`config.mk`:
```
export PLATFORM = sky130hd
export DESIGN_NAME = op_encode_flat
export DESIGN_NICKNAME = d
export VERILOG_FILES = /design/src/rtl/op_encode_if.sv /design/src/rtl/op_encode.sv /design/src/flat_wrapper.sv
export SDC_FILE = /design/constraint.sdc
export NUM_CORES = 1
export LEC_CHECK = 0
export ABC_AREA = 1
export CAP_MARGIN = 5
export CORE_MARGIN = 1
export CORE_UTILIZATION = 35
export CTS_CLUSTER_DIAMETER = 40
export CTS_CLUSTER_SIZE = 20
export DETAILED_ROUTE_END_ITERATION = 8
export PLACE_DENSITY = 0.64
export REMOVE_ABC_BUFFERS = 1
export SETUP_SLACK_MARGIN = 0.3
export SKIP_CTS_REPAIR_TIMING = 1
export SYNTH_ARGS = -nofsm -noshare
export SYNTH_HDL_FRONTEND = slang
export SYNTH_SLANG_ARGS = --single-unit
```
`constraint.sdc`:
```
create_clock -name clk -period 3.18 [get_ports clk]
set_input_delay 0.636 -clock clk [delete_from_list [all_inputs] [get_ports clk]]
set_output_delay 0.636 -clock clk [all_outputs]
set_load 0.005 [all_outputs]
```
`src/rtl/op_encode_if.sv`:
```
// op_encode_if: request side and byte-stream side handshake bundle for op_encode.
// The slave modport is the encoder; the master modport is whoever issues
// requests and consumes the emitted bytes.
interface op_encode_if;
  logic        in_valid;
  logic        in_ready;
  logic [4:0]  in_mnem;
  logic [3:0]  in_mode;
  logic [15:0] in_operand;
  logic        out_valid;
  logic        out_ready;
  logic [7:0]  out_byte;
  logic        out_last;
  logic        err;

  modport slave (
    input  in_valid, in_mnem, in_mode, in_operand, out_ready,
    output in_ready, out_valid, out_byte, out_last, err
  );

  modport master (
    output in_valid, in_mnem, in_mode, in_operand, out_ready,
    input  in_ready, out_valid, out_byte, out_last, err
  );
endinterface

```
`src/rtl/op_encode.sv`:
```
// op_encode: turns a {group, aaa} mnemonic plus addressing mode and operand
// into a 6502-style byte stream (opcode, operand low, operand high).
// Optional feature macro: ENC_LEGAL_CHECK_EN. When defined, illegal
// mnemonic/mode combinations are rejected with a one-cycle err pulse.
// When undefined, err stays 0 and every request is encoded straight from
// the bbb tables; modes with no table entry give bbb=000 and a 1-byte
// instruction (grp00 IND always encodes as 6C, grp11 non-IMP as {aaa,000,11}).
module op_encode (
  input  logic       clk,
  input  logic       rst,
  op_encode_if.slave bus
);

  localparam logic [3:0] MODE_IMP = 4'd0;
  localparam logic [3:0] MODE_ACC = 4'd1;
  localparam logic [3:0] MODE_IMM = 4'd2;
  localparam logic [3:0] MODE_ZPG = 4'd3;
  localparam logic [3:0] MODE_ZPX = 4'd4;
  localparam logic [3:0] MODE_ZPY = 4'd5;
  localparam logic [3:0] MODE_ABS = 4'd6;
  localparam logic [3:0] MODE_ABX = 4'd7;
  localparam logic [3:0] MODE_ABY = 4'd8;
  localparam logic [3:0] MODE_IND = 4'd9;
  localparam logic [3:0] MODE_XIN = 4'd10;
  localparam logic [3:0] MODE_INY = 4'd11;
  localparam logic [3:0] MODE_REL = 4'd12;

  localparam logic [1:0] GRP_CTL = 2'b00;
  localparam logic [1:0] GRP_ALU = 2'b01;
  localparam logic [1:0] GRP_RMW = 2'b10;
  localparam logic [1:0] GRP_RAW = 2'b11;

`ifdef ENC_LEGAL_CHECK_EN
  localparam logic CHECK_EN = 1'b1;
`else
  localparam logic CHECK_EN = 1'b0;
`endif

  typedef enum logic [1:0] {
    ST_IDLE = 2'd0,
    ST_OPC  = 2'd1,
    ST_LO   = 2'd2,
    ST_HI   = 2'd3
  } state_t;

  // request decode
  logic [1:0] grp_s;
  logic [2:0] aaa_s;
  logic [2:0] aaa_enc_s;
  logic [2:0] bbb_s;
  logic       mapped_s;
  logic       legal_s;
  logic       raw_s;
  logic       illegal_s;
  logic [1:0] len_mode_s;
  logic [1:0] len_s;
  logic [7:0] opcode_s;

  // sequencer state and registered outputs
  state_t     state_q, state_d;
  logic [7:0] lo_q, lo_d;
  logic [7:0] hi_q, hi_d;
  logic [1:0] len_q, len_d;
  logic       out_valid_q, out_valid_d;
  logic [7:0] out_byte_q, out_byte_d;
  logic       out_last_q, out_last_d;
  logic       err_q, err_d;
  logic       in_ready_q, in_ready_d;

  // Map mnemonic group and addressing mode onto opcode fields and legality.
  always_comb begin
    grp_s     = bus.in_mnem[4:3];
    aaa_s     = bus.in_mnem[2:0];
    aaa_enc_s = aaa_s;
    bbb_s     = 3'b000;
    mapped_s  = 1'b1;
    legal_s   = 1'b1;
    raw_s     = 1'b0;
    case (grp_s)
      GRP_ALU: begin
        case (bus.in_mode)
          MODE_XIN: bbb_s = 3'b000;
          MODE_ZPG: bbb_s = 3'b001;
          MODE_IMM: begin
            bbb_s   = 3'b010;
            legal_s = (aaa_s != 3'b100);  // no store-immediate
          end
          MODE_ABS: bbb_s = 3'b011;
          MODE_INY: bbb_s = 3'b100;
          MODE_ZPX: bbb_s = 3'b101;
          MODE_ABY: bbb_s = 3'b110;
          MODE_ABX: bbb_s = 3'b111;
          default: begin
            mapped_s = 1'b0;
            legal_s  = 1'b0;
          end
        endcase
      end
      GRP_RMW: begin
        // aaa 100/101 (STX/LDX) index with Y; the rest index with X
        case (bus.in_mode)
          MODE_IMM: begin
            bbb_s   = 3'b000;
            legal_s = (aaa_s == 3'b101);
          end
          MODE_ZPG: bbb_s = 3'b001;
          MODE_ACC: begin
            bbb_s   = 3'b010;
            legal_s = ~aaa_s[2];
          end
          MODE_ABS: bbb_s = 3'b011;
          MODE_ZPX: begin
            bbb_s   = 3'b101;
            legal_s = (aaa_s[2:1] != 2'b10);
          end
          MODE_ZPY: begin
            bbb_s   = 3'b101;
            legal_s = (aaa_s[2:1] == 2'b10);
          end
          MODE_ABX: begin
            bbb_s   = 3'b111;
            legal_s = (aaa_s[2:1] != 2'b10);
          end
          MODE_ABY: begin
            bbb_s   = 3'b111;
            legal_s = (aaa_s == 3'b101);
          end
          default: begin
            mapped_s = 1'b0;
            legal_s  = 1'b0;
          end
        endcase
      end
      GRP_CTL: begin
        case (bus.in_mode)
          MODE_REL: bbb_s = 3'b100;
          MODE_IND: begin
            // JMP (ind) lives at 6C, i.e. aaa field 011
            aaa_enc_s = 3'b011;
            bbb_s     = 3'b011;
            legal_s   = (aaa_s == 3'b010);
          end
          MODE_IMM: begin
            bbb_s   = 3'b000;
            legal_s = (aaa_s inside {3'b101, 3'b110, 3'b111});
          end
          MODE_ZPG: begin
            bbb_s   = 3'b001;
            legal_s = (aaa_s inside {3'b001, 3'b100, 3'b101, 3'b110, 3'b111});
          end
          MODE_ZPX: begin
            bbb_s   = 3'b101;
            legal_s = (aaa_s inside {3'b100, 3'b101});
          end
          MODE_ABS: begin
            bbb_s   = 3'b011;
            legal_s = !(aaa_s inside {3'b000, 3'b011});
          end
          MODE_ABX: begin
            bbb_s   = 3'b111;
            legal_s = (aaa_s == 3'b101);
          end
          default: begin
            mapped_s = 1'b0;
            legal_s  = 1'b0;
          end
        endcase
      end
      GRP_RAW: begin
        if (bus.in_mode == MODE_IMP) begin
          raw_s = 1'b1;
        end else begin
          mapped_s = 1'b0;
          legal_s  = 1'b0;
        end
      end
      default: begin
        mapped_s = 1'b0;
        legal_s  = 1'b0;
      end
    endcase
  end

  // Instruction length from addressing mode; unmapped forms are single byte.
  always_comb begin
    case (bus.in_mode)
      MODE_IMP, MODE_ACC:                     len_mode_s = 2'd1;
      MODE_IMM, MODE_ZPG, MODE_ZPX, MODE_ZPY,
      MODE_XIN, MODE_INY, MODE_REL:           len_mode_s = 2'd2;
      MODE_ABS, MODE_ABX, MODE_ABY, MODE_IND: len_mode_s = 2'd3;
      default:                                len_mode_s = 2'd1;
    endcase
    len_s     = mapped_s ? len_mode_s : 2'd1;
    opcode_s  = raw_s ? bus.in_operand[7:0] : {aaa_enc_s, bbb_s, grp_s};
    illegal_s = CHECK_EN & ~legal_s;
  end

  // Sequencer next state: accept in IDLE, then walk opcode/low/high bytes.
  always_comb begin
    state_d     = state_q;
    lo_d        = lo_q;
    hi_d        = hi_q;
    len_d       = len_q;
    out_valid_d = out_valid_q;
    out_byte_d  = out_byte_q;
    out_last_d  = out_last_q;
    err_d       = 1'b0;
    case (state_q)
      ST_IDLE: begin
        if (bus.in_valid) begin
          if (illegal_s) begin
            err_d = 1'b1;
          end else begin
            state_d     = ST_OPC;
            lo_d        = bus.in_operand[7:0];
            hi_d        = bus.in_operand[15:8];
            len_d       = len_s;
            out_valid_d = 1'b1;
            out_byte_d  = opcode_s;
            out_last_d  = (len_s == 2'd1);
          end
        end else begin
          state_d = ST_IDLE;
        end
      end
      ST_OPC: begin
        if (bus.out_ready) begin
          if (len_q != 2'd1) begin
            state_d    = ST_LO;
            out_byte_d = lo_q;
            out_last_d = (len_q == 2'd2);
          end else begin
            state_d     = ST_IDLE;
            out_valid_d = 1'b0;
            out_byte_d  = 8'h00;
            out_last_d  = 1'b0;
          end
        end else begin
          state_d = ST_OPC;
        end
      end
      ST_LO: begin
        if (bus.out_ready) begin
          if (len_q == 2'd3) begin
            state_d    = ST_HI;
            out_byte_d = hi_q;
            out_last_d = 1'b1;
          end else begin
            state_d     = ST_IDLE;
            out_valid_d = 1'b0;
            out_byte_d  = 8'h00;
            out_last_d  = 1'b0;
          end
        end else begin
          state_d = ST_LO;
        end
      end
      ST_HI: begin
        if (bus.out_ready) begin
          state_d     = ST_IDLE;
          out_valid_d = 1'b0;
          out_byte_d  = 8'h00;
          out_last_d  = 1'b0;
        end else begin
          state_d = ST_HI;
        end
      end
      default: begin
        state_d     = ST_IDLE;
        out_valid_d = 1'b0;
        out_byte_d  = 8'h00;
        out_last_d  = 1'b0;
      end
    endcase
    in_ready_d = (state_d == ST_IDLE);
  end

  // State and output registers; reset drops any partial instruction.
  always_ff @(posedge clk or posedge rst) begin
    if (rst) begin
      state_q     <= ST_IDLE;
      lo_q        <= 8'h00;
      hi_q        <= 8'h00;
      len_q       <= 2'd1;
      out_valid_q <= 1'b0;
      out_byte_q  <= 8'h00;
      out_last_q  <= 1'b0;
      err_q       <= 1'b0;
      in_ready_q  <= 1'b1;
    end else begin
      state_q     <= state_d;
      lo_q        <= lo_d;
      hi_q        <= hi_d;
      len_q       <= len_d;
      out_valid_q <= out_valid_d;
      out_byte_q  <= out_byte_d;
      out_last_q  <= out_last_d;
      err_q       <= err_d;
      in_ready_q  <= in_ready_d;
    end
  end

  assign bus.in_ready  = in_ready_q;
  assign bus.out_valid = out_valid_q;
  assign bus.out_byte  = out_byte_q;
  assign bus.out_last  = out_last_q;
  assign bus.err       = err_q;

endmodule

```
`src/flat_wrapper.sv`:
```
// flat-port wrapper written by rule: the top's interface ports become plain ports
module op_encode_flat 
  (clk, rst, bus_in_valid, bus_in_mnem, bus_in_mode, bus_in_operand, bus_out_ready, bus_in_ready, bus_out_valid, bus_out_byte, bus_out_last, bus_err);
  op_encode_if bus_i ();
  input  logic clk;
  input  logic rst;
  input wire logic [$bits(bus_i.in_valid)-1:0] bus_in_valid;
  input wire logic [$bits(bus_i.in_mnem)-1:0] bus_in_mnem;
  input wire logic [$bits(bus_i.in_mode)-1:0] bus_in_mode;
  input wire logic [$bits(bus_i.in_operand)-1:0] bus_in_operand;
  input wire logic [$bits(bus_i.out_ready)-1:0] bus_out_ready;
  output wire logic [$bits(bus_i.in_ready)-1:0] bus_in_ready;
  output wire logic [$bits(bus_i.out_valid)-1:0] bus_out_valid;
  output wire logic [$bits(bus_i.out_byte)-1:0] bus_out_byte;
  output wire logic [$bits(bus_i.out_last)-1:0] bus_out_last;
  output wire logic [$bits(bus_i.err)-1:0] bus_err;
  assign bus_i.in_valid = bus_in_valid;
  assign bus_i.in_mnem = bus_in_mnem;
  assign bus_i.in_mode = bus_in_mode;
  assign bus_i.in_operand = bus_in_operand;
  assign bus_i.out_ready = bus_out_ready;
  assign bus_in_ready = bus_i.in_ready;
  assign bus_out_valid = bus_i.out_valid;
  assign bus_out_byte = bus_i.out_byte;
  assign bus_out_last = bus_i.out_last;
  assign bus_err = bus_i.err;
  op_encode u_core (.clk(clk), .rst(rst), .bus(bus_i));
endmodule
```
# Yosys cells after proc, flatten, opt, wreduce, memory -nomap -nowiden
# Memories as Yosys holds them, arrays and structs flattened.
# Index checks and enable logic that the tools add are counted.
op_classes:
  n_eq_ne: 28
  n_reduce_logical: 13
  muxes: 41
op_table:
  columns: ["operator", "n"]
  rows:
  - ["two-way mux 8 bit", 7]
  - ["case mux 8 bit (4 select lines)", 1]
  - ["case mux 3 bit (5 select lines)", 2]
  - ["case mux 3 bit (7 select lines)", 1]
  - ["== test 4 bit, second input constant", 5]
  - ["two-way mux 1 bit", 17]
  - ["== test 4 x 3 -> 1 bit, second input constant", 4]
  - ["OR reduction 8 bit", 2]
  - ["== test 2 bit, second input constant", 6]
  - ["two-way mux 2 bit", 6]
  - ["!= test 2 bit, second input constant", 6]
  - ["case mux 1 bit (4 select lines)", 3]
  - ["case mux 3 bit (3 select lines)", 1]
  - ["== test 4 x 2 -> 1 bit, second input constant", 2]
  - ["case mux 2 bit (4 select lines)", 1]
  - ["OR reduction 7 bit", 1]
  - ["== test 2 x 1 -> 1 bit, second input constant", 3]
  - ["zero test 2 bit", 3]
  - ["two-way mux 3 bit", 2]
  - ["AND reduction 6 bit", 1]
  - ["OR reduction 2 bit", 3]
  - ["== test 4 x 1 -> 1 bit, second input constant", 1]
  - ["zero test 4 bit", 1]
  - ["AND reduction 4 bit", 1]
  - ["2 further kinds", 2]
word_totals:
  out_inout_bits: 12
  word_cells: 91
  register_bits: 31
  rom_bits: 32
  n_memories: 1
memory_table:
  columns: ["name", "words", "width", "rd", "rd_ports_with_merged_regs", "wr", "line_no", "rtl"]
  rows:
  - ["(name not given)", 16, 2, 1, 0, 0, "op_encode.sv:186", "case (bus.in_mode)"]

# Depth between registers and ports, before layout
depth:
  depth_word: 8
  ltp_mapped: 11

# Least setup slack after synthesis
# OpenSTA, ideal clock, no wires.
synth_path:
  path_kind: "input -> register"
  start: "input port bus_in_mode[1]"
  end: "register u_core.out_last_q (netlist: u_core.bus.out_last)"
  cell_stages: 8
  required_ns: 3.103
  arrival_time_ns: 1.655
  setup_ns: 0.077
  n_path_buf: 1
  setup_slack_ns: 1.448
  cell_sequence: "buf_2 -> inv_1 -> ha_1 -> o22ai_1 -> nor2_1 -> o21ai_1 -> nand2_1 -> a21oi_1"
synth_via:
  elab_chain_cells: 8
synth_rtl:
  columns: ["element", "line_no", "rtl"]
  rows:
  - ["start: declaration", "flat_wrapper.sv:9", "input wire logic [$bits(bus_i.in_mode)-1:0] bus_in_mode;"]
  - ["== test 4 x 1 -> 1 bit, or another cell as far along", null, null]
  - ["OR reduction 8 bit (no source line) or OR reduction 7 bit (tied branches)", null, null]
  - ["two-way mux 1 bit (on tied branches)", "op_encode.sv:101, op_encode.sv:81, op_encode.sv:135", null]
  - ["case mux 1 bit (4 select lines)", "op_encode.sv:79", "case (grp_s)"]
  - ["two-way mux 2 bit *", "op_encode.sv:193", "len_s = mapped_s ? len_mode_s : 2'd1;"]
  - ["== test 2 x 1 -> 1 bit *", "op_encode.sv:220", "out_last_d = (len_s == 2'd1);"]
  - ["two-way mux 1 bit *", "op_encode.sv:210", "if (bus.in_valid) begin"]
  - ["case mux 1 bit (4 select lines) *", "op_encode.sv:208", "case (state_q)"]
  - ["end signal: assignment", "op_encode.sv:297", "out_last_q <= out_last_d;"]
  - ["end: declaration", "op_encode.sv:66", "logic out_last_q, out_last_d;"]
# Mark *: on every way between the ends. The rest lies on a longest branch, timed or not. The select of a mux whose other input is x is not followed.
# A chain may end at the register's enable or synchronous reset.

# Worst setup path in the final report
# Same ends and word-level chain as after synthesis.

==> impl_metrics.py <==
metrics = {
    "cells_and_area": {
        "synthToLayoutAreaGrowth_pct": 29.99,
        "nNetsFinal": 301,
        "drive_above_1_share": 0.1107,
        "diodes": 0,
        "final_cell_mix": "69 x nand2_1, 39 x clkdlybuf4s50_1, 29 x dfrtp_1",
        "fin_util": 0.4782,
        "final_common_cell": "nand2_1",
    },
    "detailed_routing": {
        "avgViaCountPerCell": 4.775,
        "first_pass_iters": 4,
        "num_vias": 1614,
        "drc": 0,
        "finalWirelength_mm": 4.273,
        "wire_per_inst_um": 12.64,
        "drt-initial-drc-count": 113,
        "ant_nets": 0,
    },
    "floorplan": {
        "start_util": 0.3678,
        "fp.dieW_um": 72.92,
        "dieHeight_um": 72.92,
        "core-area_um2": 4786,
        "die-area_um2": 5317,
        "rows": 25,
        "num_io_pins": 41,
    },
    "placement": {
        "dp_hpwl_mm": 3.159,
        "place.gp.congestion": 0.9050,
        "numPortBuffers": 39,
    },
    "worst_setup_path": {
        "r2r_end": "u_core.bus.out_byte[2]",
        "path_cells": "clkdlybuf4s50_1 > inv_1 > ha_1 > o22ai_1 > nor2_1 > o21ai_1 > nand2_1 > a21oi_1",
        "worstSetupEndpointType": "flip-flop",
        "setup.worst_path.start_class": "input pin",
        "r2r_cells": 8,
        "cpPeakStageDelay_ns": 0.69,
        "critPathMaxFanout": 8,
        "path_class": "input pin to flip-flop",
        "worstPathRequired_ns": 3.38,
        "r2r_slack_ns": 1.37,
        "critPathSlowestCell": "clkdlybuf4s50_1",
        "reg2reg_from": "u_core.len_q[0]",
        "cp.arrival_ns": 2.31,
    },
    "power": {
        "p_clk_frac": 0.168,
        "intPower_uw": 1119,
        "seqPwrFrac": 0.393,
        "p_switching_uw": 692.8,
        "p_per_area_nw_per_um2": 791.9,
        "ir_worst_vdd_uv": 244.7,
        "power.share.switching": 0.3823,
        "power_frac_comb": 0.439,
        "leakagePower_uw": 0.001090,
    },
    "global_route": {
        "grt_usage": 0.1783,
        "grt_max_degree": 32,
        "grt_overflow": 0,
        "grt_pass1_wl_mm": 7.224,
        "antenna_found_initial": 0,
        "grt_pass1_vias": 1543,
    },
    "worst_hold_path": {
        "hold_depth": 2,
        "worstHoldStart": "u_core.hi_q[1]",
        "holdPathEnd": "u_core.hi_q[1]",
        "hp-class": "flip-flop to flip-flop",
    },
    "sta": {
        "min_period_ns": 2.106,
        "fin_crit_sh": 0.6624,
        "fmax_mhz": 474.7,
        "hold_violations": 0,
        "relSlewSlack": 0.4580,
        "tns_ns": 0,
        "fin_skew_ns": 0.002903,
        "rsz0062_at_grt": "no",
        "tightest_slew_ns": 0.8100,
        "setup_viol": 0,
        "final_max_slew_viol_count": 0,
    },
    "synthesis": {
        "yosys_warnings": 0,
        "syn_area_um2": 1760,
        "synthCells": 231,
        "avgSynthCellArea_um2": 7.621,
        "ys_ff_latch": 31,
        "yosysSeqAreaShare": 0.4421,
        "ys_types": 32,
    },
    "clock_tree": {
        "cts_buffer_depth": 2,
        "insertion_delay_ns": 0.27,
        "numClockSinks": 31,
        "clock-root-buffer": "clkbuf_8",
        "numCtsBuffers": 5,
        "cts_htree_levels": 2,
        "clk_pin_slew_ns": 0.06,
        "cts_tree": "yes",
    },
    "flow_run": {
        "max_cap_violations": 0,
    },
    "outcome": {
        "status": "finished, final reports clean",
    },
}
[cell families after synthesis]
| kind of cell | count (synthesis) | synth area share |
|---|---|---|
| AO/OA/AOI/OAI | 52 | 0.1876 |
| adder cells (fa/ha/maj) | 1 | 0.007106 |
| flip-flops | 31 | 0.4421 |
| other | 1 | 0.002130 |
| buffers and inverters | 35 | 0.08528 |
| AND/OR/NAND/NOR | 111 | 0.2758 |
[layout make-up]
class	count	area, um^2
multi-input cells	165	832.0
clock inverters	1	5.005
repair buffers	41	405.4
clock buffers	6	82.58
fillers	475	2497
inverters	27	101.3
flip-flops and latches	31	778.2
well taps	67	83.83
[per-layer routing]
metal	global-route usage	part of all wire	wire length, um	vias to the layer above
li1	-	-	-	838
met4	0.04575	0.0073	31	0
met1	0.2531	0.50	2157	725
met5	0	0	0	-
met3	0.03729	0.043	185	2
met2	0.2773	0.44	1899	49
[worst max-delay path, delay by kind of cell]
kind,cells,cell delay [ns]
AOI/OAI and AO/OA,3,0.39
and+or+nand+nor,2,0.13
buffers and inverters,2,0.84
adders and majority gates,1,0.31
[registers in the layout (all words and copies together) (netlist names)]
signal                flops
u_core.len_q              2
u_core.hi_q               8
u_core.lo_q               8
u_core.bus.out_byte       8
u_core.bus.out_last       1
u_core.bus.out_valid      1
u_core.bus.in_ready       1
u_core.state_q            2
[power by group through the flow]
stage / registers [uW] / logic (uW) / clock network, uW
after floorplan: 700 / 473 / 0
after global placement: 715 / 790 / 0
after detailed placement: 719 / 798 / 0
after CTS: 712 / 805 / 310
after global routing: 735 / 906 / 328
final: 712 / 795 / 305
[synth_stat cells]
| library cell | instances | share of area |
|---|---|---|
| nor3_1 | 2 | 0.0057 |
| a31oi_1 | 5 | 0.018 |
| o2111ai_1 | 2 | 0.010 |
| o21ai_1 | 4 | 0.011 |
| nand4_2 | 1 | 0.0071 |
| nand3_1 | 12 | 0.034 |
| a22oi_1 | 6 | 0.026 |
| dfrtp_1 | 29 | 0.41 |
| dfstp_2 | 2 | 0.030 |
| nand2_2 | 1 | 0.0036 |
| buf_6 | 1 | 0.0064 |
| clkbuf_1 | 2 | 0.0043 |
| nor2_2 | 2 | 0.0071 |
| nor2_4 | 3 | 0.019 |
| nor2_1 | 19 | 0.041 |
| a221oi_1 | 2 | 0.010 |
| buf_2 | 3 | 0.0085 |
| o211ai_1 | 3 | 0.013 |
| a21oi_1 | 9 | 0.026 |
| o22ai_1 | 1 | 0.0036 |
| a311oi_1 | 1 | 0.0050 |
| inv_2 | 9 | 0.019 |
| o21ai_0 | 14 | 0.040 |
| nand2_1 | 69 | 0.15 |
| ha_1 | 1 | 0.0071 |
| nand3_2 | 2 | 0.011 |
| a21oi_4 | 1 | 0.0092 |
| o31ai_1 | 3 | 0.013 |
| inv_1 | 18 | 0.038 |
| buf_4 | 2 | 0.0085 |
| conb_1 | 1 | 0.0021 |
| a211oi_1 | 1 | 0.0043 |
[worst max path at each step]
stage               depth (start not counted)                      to      startpoint
finish                                      8     u_core.bus.out_last  bus_in_mode[1]
detailed placement                          8     u_core.bus.out_last  bus_in_mode[1]
CTS                                         8     u_core.bus.out_last  bus_in_mode[1]
global placement                            8     u_core.bus.out_last  bus_in_mode[1]
floorplan                                   8  u_core.bus.out_byte[2]    bus_in_valid
global route                                8     u_core.bus.out_last  bus_in_mode[1]
[per-stage QoR]
step	setup slack (ns)	cell area, um^2	total power [uW]	hold WS, ns	instances
2_1_floorplan	1.500	1712	1174	0.4491	223
3_3_place_gp	0.7803	2201	1506	0.4633	331
3_5_place_dp	0.7868	2201	1518	0.4675	331
4_1_cts	1.063	2288	1827	0.4843	338
5_1_grt	0.9646	2288	1969	0.5040	338
6_report	1.074	2288	1812	0.4847	338
(Power assumes the default switching activity.)
